==> config.mk <==
export PLATFORM = sky130hd
export DESIGN_NAME = serial_loader
export DESIGN_NICKNAME = d
export VERILOG_FILES = /design/src/rtl/serial_loader_pkg.sv /design/src/rtl/serial_loader_sync2.sv /design/src/rtl/serial_loader.sv
export SDC_FILE = /design/constraint.sdc
export NUM_CORES = 1
export LEC_CHECK = 0
export ABC_CLOCK_PERIOD_IN_PS = 2490
export CELL_PAD_IN_SITES_DETAIL_PLACEMENT = 0
export CELL_PAD_IN_SITES_GLOBAL_PLACEMENT = 2
export CORE_MARGIN = 2
export CORE_UTILIZATION = 38
export DETAILED_ROUTE_END_ITERATION = 16
export GPL_ROUTABILITY_DRIVEN = 0
export GPL_TIMING_DRIVEN = 1
export PLACE_DENSITY = 0.91
export SLEW_MARGIN = 5
export SYNTH_ARGS = -nofsm -noshare
export SYNTH_HDL_FRONTEND = slang
export SYNTH_SLANG_ARGS = --single-unit
==> constraint.sdc <==
create_clock -name clk -period 2.49 [get_ports clk]
set_clock_uncertainty 0.1 [all_clocks]
set_input_delay 0.3735 -clock clk [delete_from_list [all_inputs] [get_ports clk]]
set_output_delay 0.3735 -clock clk [all_outputs]
set_load 0.02 [all_outputs]
==> src/rtl/serial_loader_pkg.sv <==
// Shared constants for the serial loader: default timing/session sizes and
// the FSM state encoding.
package serial_loader_pkg;

  localparam int CLKS_PER_BIT_DEF = 87;
  localparam int MAX_BYTES_DEF    = 16;

  localparam logic [2:0] ST_IDLE    = 3'd0;
  localparam logic [2:0] ST_START   = 3'd1;
  localparam logic [2:0] ST_DATA    = 3'd2;
  localparam logic [2:0] ST_STOP    = 3'd3;
  localparam logic [2:0] ST_RECOVER = 3'd4;

  // Terminal count of the bit timer (down-counter reaching zero).
  function automatic logic timer_expired(input logic [7:0] t);
    return (t == 8'd0);
  endfunction

endpackage

==> src/rtl/serial_loader_sync2.sv <==
// Two-flop synchronizer for an asynchronous single-bit input.
module sync2 #(
  parameter logic RST_VAL = 1'b1
) (
  input  logic clk_i,
  input  logic rst_ni,
  input  logic d_i,
  output logic q_o
);

  logic meta_q;
  logic sync_q;

  // Two back-to-back flops; both reset to the idle level of the line.
  always_ff @(posedge clk_i or negedge rst_ni) begin
    if (!rst_ni) begin
      meta_q <= RST_VAL;
      sync_q <= RST_VAL;
    end else begin
      meta_q <= d_i;
      sync_q <= meta_q;
    end
  end

  assign q_o = sync_q;

endmodule

==> src/rtl/serial_loader.sv <==
// UART-style (8N1) byte receiver that feeds a downstream programmer with up
// to MAX_BYTES bytes per session, strobing new_byte once per accepted byte.
//
// state   | meaning
// IDLE    | line idle, waiting for a low level (start bit)
// START   | half-bit wait, confirm start bit at its centre
// DATA    | sample 8 data bits at bit centres, LSB first
// STOP    | sample stop bit; high accepts the byte, low is a framing error
// RECOVER | after a framing error, wait for the line to return high
module serial_loader
  import serial_loader_pkg::*;
#(
  parameter int CLKS_PER_BIT = CLKS_PER_BIT_DEF,
  parameter int MAX_BYTES    = MAX_BYTES_DEF
) (
  input  logic       clk,
  input  logic       resetn,
  input  logic       rx,
  input  logic       enable,
  output logic [7:0] data_out,
  output logic       new_byte,
  output logic       frame_err,
  output logic [4:0] byte_count,
  output logic       done
);

  localparam logic [7:0] HALF_BIT = 8'(CLKS_PER_BIT / 2 - 1);
  localparam logic [7:0] FULL_BIT = 8'(CLKS_PER_BIT - 1);
  localparam logic [4:0] MAX_CNT  = 5'(MAX_BYTES);

  logic       rx_s;
  logic [2:0] state_q, state_d;
  logic [7:0] timer_q, timer_d;
  logic [2:0] idx_q, idx_d;
  logic [7:0] shift_q, shift_d;
  logic [7:0] data_q, data_d;
  logic       nb_q, nb_d;
  logic       ferr_q, ferr_d;
  logic [4:0] cnt_q, cnt_d;
  logic       done_w;
  logic       expired;

  sync2 #(.RST_VAL(1'b1)) u_sync (
    .clk_i  (clk),
    .rst_ni (resetn),
    .d_i    (rx),
    .q_o    (rx_s)
  );

  assign done_w  = (cnt_q == MAX_CNT);
  assign expired = timer_expired(timer_q);

  // Next-state logic: frame decoding, bit timer, shifter and session counter.
  always_comb begin
    state_d = state_q;
    timer_d = timer_q;
    idx_d   = idx_q;
    shift_d = shift_q;
    data_d  = data_q;
    nb_d    = 1'b0;
    ferr_d  = ferr_q;
    cnt_d   = cnt_q;
    if (!enable) begin
      // Session closed: abort any frame, keep the last byte for the programmer.
      state_d = ST_IDLE;
      timer_d = 8'd0;
      idx_d   = 3'd0;
      cnt_d   = 5'd0;
      ferr_d  = 1'b0;
    end else begin
      case (state_q)
        ST_IDLE: begin
          if (!rx_s && !done_w) begin
            state_d = ST_START;
            timer_d = HALF_BIT;
          end
        end
        ST_START: begin
          if (expired) begin
            if (!rx_s) begin
              state_d = ST_DATA;
              timer_d = FULL_BIT;
              idx_d   = 3'd0;
            end else begin
              state_d = ST_IDLE;
            end
          end else begin
            timer_d = timer_q - 8'd1;
          end
        end
        ST_DATA: begin
          if (expired) begin
            shift_d[idx_q] = rx_s;
            timer_d        = FULL_BIT;
            idx_d          = idx_q + 3'd1;
            if (idx_q == 3'd7) state_d = ST_STOP;
          end else begin
            timer_d = timer_q - 8'd1;
          end
        end
        ST_STOP: begin
          if (expired) begin
            if (rx_s) begin
              data_d  = shift_q;
              nb_d    = 1'b1;
              if (cnt_q != MAX_CNT) cnt_d = cnt_q + 5'd1;
              state_d = ST_IDLE;
            end else begin
              ferr_d  = 1'b1;
              state_d = ST_RECOVER;
            end
          end else begin
            timer_d = timer_q - 8'd1;
          end
        end
        ST_RECOVER: begin
          if (rx_s) state_d = ST_IDLE;
        end
        default: state_d = ST_IDLE;
      endcase
    end
  end

  // State registers.
  always_ff @(posedge clk or negedge resetn) begin
    if (!resetn) begin
      state_q <= ST_IDLE;
      timer_q <= 8'd0;
      idx_q   <= 3'd0;
      shift_q <= 8'h00;
      data_q  <= 8'h00;
      nb_q    <= 1'b0;
      ferr_q  <= 1'b0;
      cnt_q   <= 5'd0;
    end else begin
      state_q <= state_d;
      timer_q <= timer_d;
      idx_q   <= idx_d;
      shift_q <= shift_d;
      data_q  <= data_d;
      nb_q    <= nb_d;
      ferr_q  <= ferr_d;
      cnt_q   <= cnt_d;
    end
  end

  assign data_out   = data_q;
  assign new_byte   = nb_q;
  assign frame_err  = ferr_q;
  assign byte_count = cnt_q;
  assign done       = done_w;

endmodule

* Word level (Yosys, flattened, before mapping)
Index checks and enable logic that the tools add are counted.
Word-level totals: bits in registers 39, input bits 4, output and inout bits 16, word-level logic and storage cells 89
Operators by class: add/sub/neg operators 3, $lt $le $gt $ge 2, equality and inequality tests 23, multiplexer cells 38, reductions and logical operators 13
Operators with widths (count):
- two-way mux 8 bit | 6
- two-way mux 3 bit | 12
- case mux 8 bit (4 select lines) | 1
- two-way mux 5 bit | 5
- != test 3 bit, second input constant | 7
- AND reduction 4 bit | 4
- case mux 3 bit (5 select lines) | 1
- two-way mux 1 bit | 9
- bitwise mux 8 bit | 1
- zero test 8 bit | 1
- != test 2 x 1 -> 1 bit, second input constant | 4
- subtractor 8 x 1 -> 8 bit, second input constant | 1
- equality test 3 x 2 -> 1 bit, second input constant | 2
- equality test 3 bit, second input constant | 2
- case mux 3 bit (2 select lines) | 1
- AND reduction 3 bit | 2
- AND reduction 6 bit | 1
- adder 5 x 1 -> 5 bit, second input constant | 1
- equality test 5 bit, second input constant | 1
- != test 5 x 1 -> 1 bit, second input constant | 1
- != test 5 bit, second input constant | 1
- < comparator 3 x 4 -> 1 bit, second input constant | 1
- != test 4 bit, second input constant | 1
- adder 3 x 1 -> 3 bit, second input constant | 1
- other kinds (10) | 12

* Longest topological paths before layout
word-level depth 6, mapped depth 7, mapped depth without buffers 6

* Modules after synthesis
From an unflattened synthesis, not the netlist that was laid out.
Unflattened totals: cell total of the unflattened synthesis 184, area total of the unflattened synthesis 2068.2 sq um
Modules (own cells, without submodules):
- serial_loader | instances 1, cells an instance 182, area an instance 2015.7 sq um, sequential area each 925.9 sq um
- sync2 | instances 1, cells an instance 2, area an instance 52.6 sq um, sequential area each 52.6 sq um

* Worst setup path after synthesis
Ideal clock, no wire load.
kind register to register, start point reg cnt_q[0] (netlist: byte_count[0]), end point reg timer_q[1], setup time 0.125 ns, arrival time 2.073 ns, path slack 0.192 ns, cell stages (with the launch flop) 8, buffers on the path 1, clock period less this slack 2.298 ns, cell sequence dfrtp_1 inv_1 ha_1 and4bb_2 o311a_1 or2_1 buf_6 mux2_4
Between the ends: cells in the longest elaborated chain, start to end 5
RTL lines:
- start, declared | line serial_loader.sv:39 | logic [4:0] cnt_q, cnt_d;
- start signal, assigned | line serial_loader.sv:143 | cnt_q <= cnt_d;
- equality test 5 bit | line serial_loader.sv:50 | assign done_w = (cnt_q == MAX_CNT);
- via done | line serial_loader.sv:24 | output logic done
- zero test 1 bit | line serial_loader.sv:73 | if (!rx_s && !done_w) begin
- logical AND 1 bit | line serial_loader.sv:73
- != test 3 bit (no line)
- AND reduction 4 bit (no line)
- end signal, assigned | line serial_loader.sv:137 | timer_q <= timer_d;
- end, declared | line serial_loader.sv:33 | logic [7:0] timer_q, timer_d;
The timed path passes the listed nets, and every way through them passes these cells. A chain may end at the register's enable or synchronous reset.

* Final worst setup path
start point reg cnt_q[0] (netlist: byte_count[0]), end point out done
Between the ends: cells in the longest elaborated chain, start to end 1
RTL lines (line):
- equality test 5 bit | serial_loader.sv:50
- end, declared | serial_loader.sv:24
Every way passes these cells.

==> run summary <==
status: finished clean
Pwr Density: 653 nW/um^2
Area contributors post-synth: dfrtp_1 (44%), mux2_2 (8.5%), nor4_4 (5.0%)
Clk network pwr share: 31.5%
Worst IR Drop VDD: 0.272 mV
vias post-DR: 1,601
Final nets: 231
Seq pwr share: 43.1%
Ports: 20
worst-case clock buffer depth: 2
CP Class: flip-flop to output port
post-synth top area cell: dfrtp_1
vias in the first global route: 1,562
RSZ-0062 raised after global routing: false
die width: 78.5 um
clock sink count: 39
area grow syn2layout: 21.6%
P_leak: 1.13 nW
number of H-tree levels: 2
Fmax: 0.421 GHz
Sw Share: 31.9%
Async SR Flop Fraction: 100%
maxcap violations: 0
Max-Slew Margin vs Limit: 43.6%
worst slew pin tran: 847 ps
Post-Syn Instances: 189
TritonCTS clock tree: done
Overflow after GRT: 0
cts bufs inserted: 5
#FFs+latches synth: 39
# diodes: 0
Seq/Total Area, Yosys: 46.4%
Avg Inst Size Synth: 11.2 um^2
synth warn: 0
Clk pin slew, worst setup/hold paths: 80 ps
count of cell types in the netlist: 46
HP Class: input pin to async pin
Switch Pwr: 0.000534 W
internal cell power: 0.00114 W
WP data required: 2020 ps
crit-path max FO: 5
Post-DRT Antenna Nets: 0
Post-Route WL: 4380 um
Yosys top cell area share: 43.9%
DR pass1 iterations: 5
vias per cell: 5.43
IO Port Bufs: 19
Sequential Area: 978 um^2
post-synthesis cell area: 2110 um^2
post-DP HPWL: 3200 um
Core Util, Final: 47.2%
Clock Latency Late Sink: 300 ps
Root Buffer Master: clkbuf_8
Logic pwr share: 25.4%
largest net degree at the start of global routing: 40
EDFF count, synth: 0
GRT Resource Usage Total: 16.0%
# rows: 27
number of DRC markers in iteration 0: 90
TNS Setup: 0 ps
initial antenna violation count: 0
Final Hold Viols: 0
Worst setup SP type: flip-flop
area occupied by multi-input gates: 1050 um^2
Final Max Tran Viols: 0
top_reg_cell synth: dfrtp_1
fillers: 487
final period utilization: 95.4%
most frequent cell after synthesis: dfrtp_1
first-pass GRT wire length: 7670 um
post-route minimum period: 2380 ps
worst r2r path cells: 4
CTS resizes: 0
Routed WL per cell: 14.8 um
syn_nets: 198
Die Ht: 78.5 um
Initial Util: 38.8%
Die Area: 6160 um^2
post-CTS setup buffers: 0
Core Area: 5440 um^2
Setup crit end kind: output port
DRC viols: 0
hold_buf cts: 0
WP data arrival: 1900 ps
final setup fails: 0
share of cells above drive strength 1: 24.2%
top cells by count, synth: dfrtp_1 (37), mux2_2 (16), nand2_1 (12), nor2_1 (11), nor3_1 (10)
[flip-flops by register name, indices dropped and copies added, names as in the netlist]
name,flops
u_sync.meta_q,1
timer_q,8
shift_q,8
data_out,8
new_byte,1
idx_q,3
byte_count,5
state_q,3
u_sync.q_o,1
frame_err,1
[worst paths after layout]
check / start / endpoint / slack [ps]
worst max-delay path: byte_count[0] / done / 110
worst min-delay path: resetn / data_out[5] / 80
worst max register to register: timer_q[3] / timer_q[1] / 160
worst min register to register: u_sync.meta_q / u_sync.q_o / 260
max in group asynchronous: resetn / byte_count[3] / 1680
min in group clk: u_sync.meta_q / u_sync.q_o / 260
[routing by layer]
metal | global-route usage [%] | part of all wire, % | routed length [um] | vias to the layer above
met2 | 23.2 | 43 | 1900 | 42
li1 | - | - | - | 774
met5 | 0 | 0 | 0 | -
met4 | 4.74 | 1.3 | 56 | 0
met3 | 4.14 | 4.4 | 193 | 5
met1 | 23.4 | 51 | 2230 | 780
[critical path, stage by stage, from the launching register on]
cell and delay [ps]:
dfrtp_1 440, inv_1 80, ha_1 140, and4bb_2 310, clkdlybuf4s50_1 630
[final cells by class]
cell class / instances / share of cell area [%]
multi-input combinational: 133 / 41.0
sequential: 39 / 38.1
timing repair buffer: 34 / 11.6
tap: 72 / 3.51
clock buffer: 5 / 2.68
clock inverter: 3 / 1.71
inverter: 9 / 1.32
[placed cells by master, fill, tap and decap left out, types with 7 or more instances in the layout]
| master | n |
|---|---|
| buf_4 | 15 |
| clkdlybuf4s50_1 | 18 |
| dfrtp_1 | 37 |
| inv_1 | 9 |
| mux2_2 | 16 |
| nand2_1 | 12 |
| nand3_1 | 7 |
| nor2_1 | 11 |
| nor3_1 | 10 |
| o31ai_1 | 8 |
[cell families after synthesis]
| kind of cell | Yosys count | share of synthesized area [%] |
|---|---|---|
| AND/OR/NAND/NOR | 69 | 22.2 |
| XOR/XNOR | 2 | 0.831 |
| multiplexers | 22 | 11.6 |
| adder cells (fa/ha/maj) | 5 | 2.97 |
| AO/OA/AOI/OAI | 35 | 12.2 |
| flip-flops | 39 | 46.4 |
| buffers and inverters | 17 | 3.74 |
[power by group through the flow]
stage	Clock [W]	Sequential (W)	Combinational [W]
global route	0.000577	0.000728	0.000465
CTS	0.000543	0.000721	0.000424
global placement	0	0.000733	0.000432
finish	0.000528	0.000722	0.000425
floorplan	0	0.000720	0.000300
detailed placement	0	0.000734	0.000423
[stage by stage]
step           total power [W]  area, um^2  std cells  hold WS, ps  setup WS, ps
2_1_floorplan          0.00102        2110        189        -22.1           192
3_3_place_gp           0.00117        2450        287          247           127
3_5_place_dp           0.00116        2450        287          249           127
4_1_cts                0.00169        2560        295          122          90.2
5_1_grt                0.00177        2560        295          144          8.23
6_report               0.00167        2560        295         77.9           115
(Power assumes the default switching activity.)
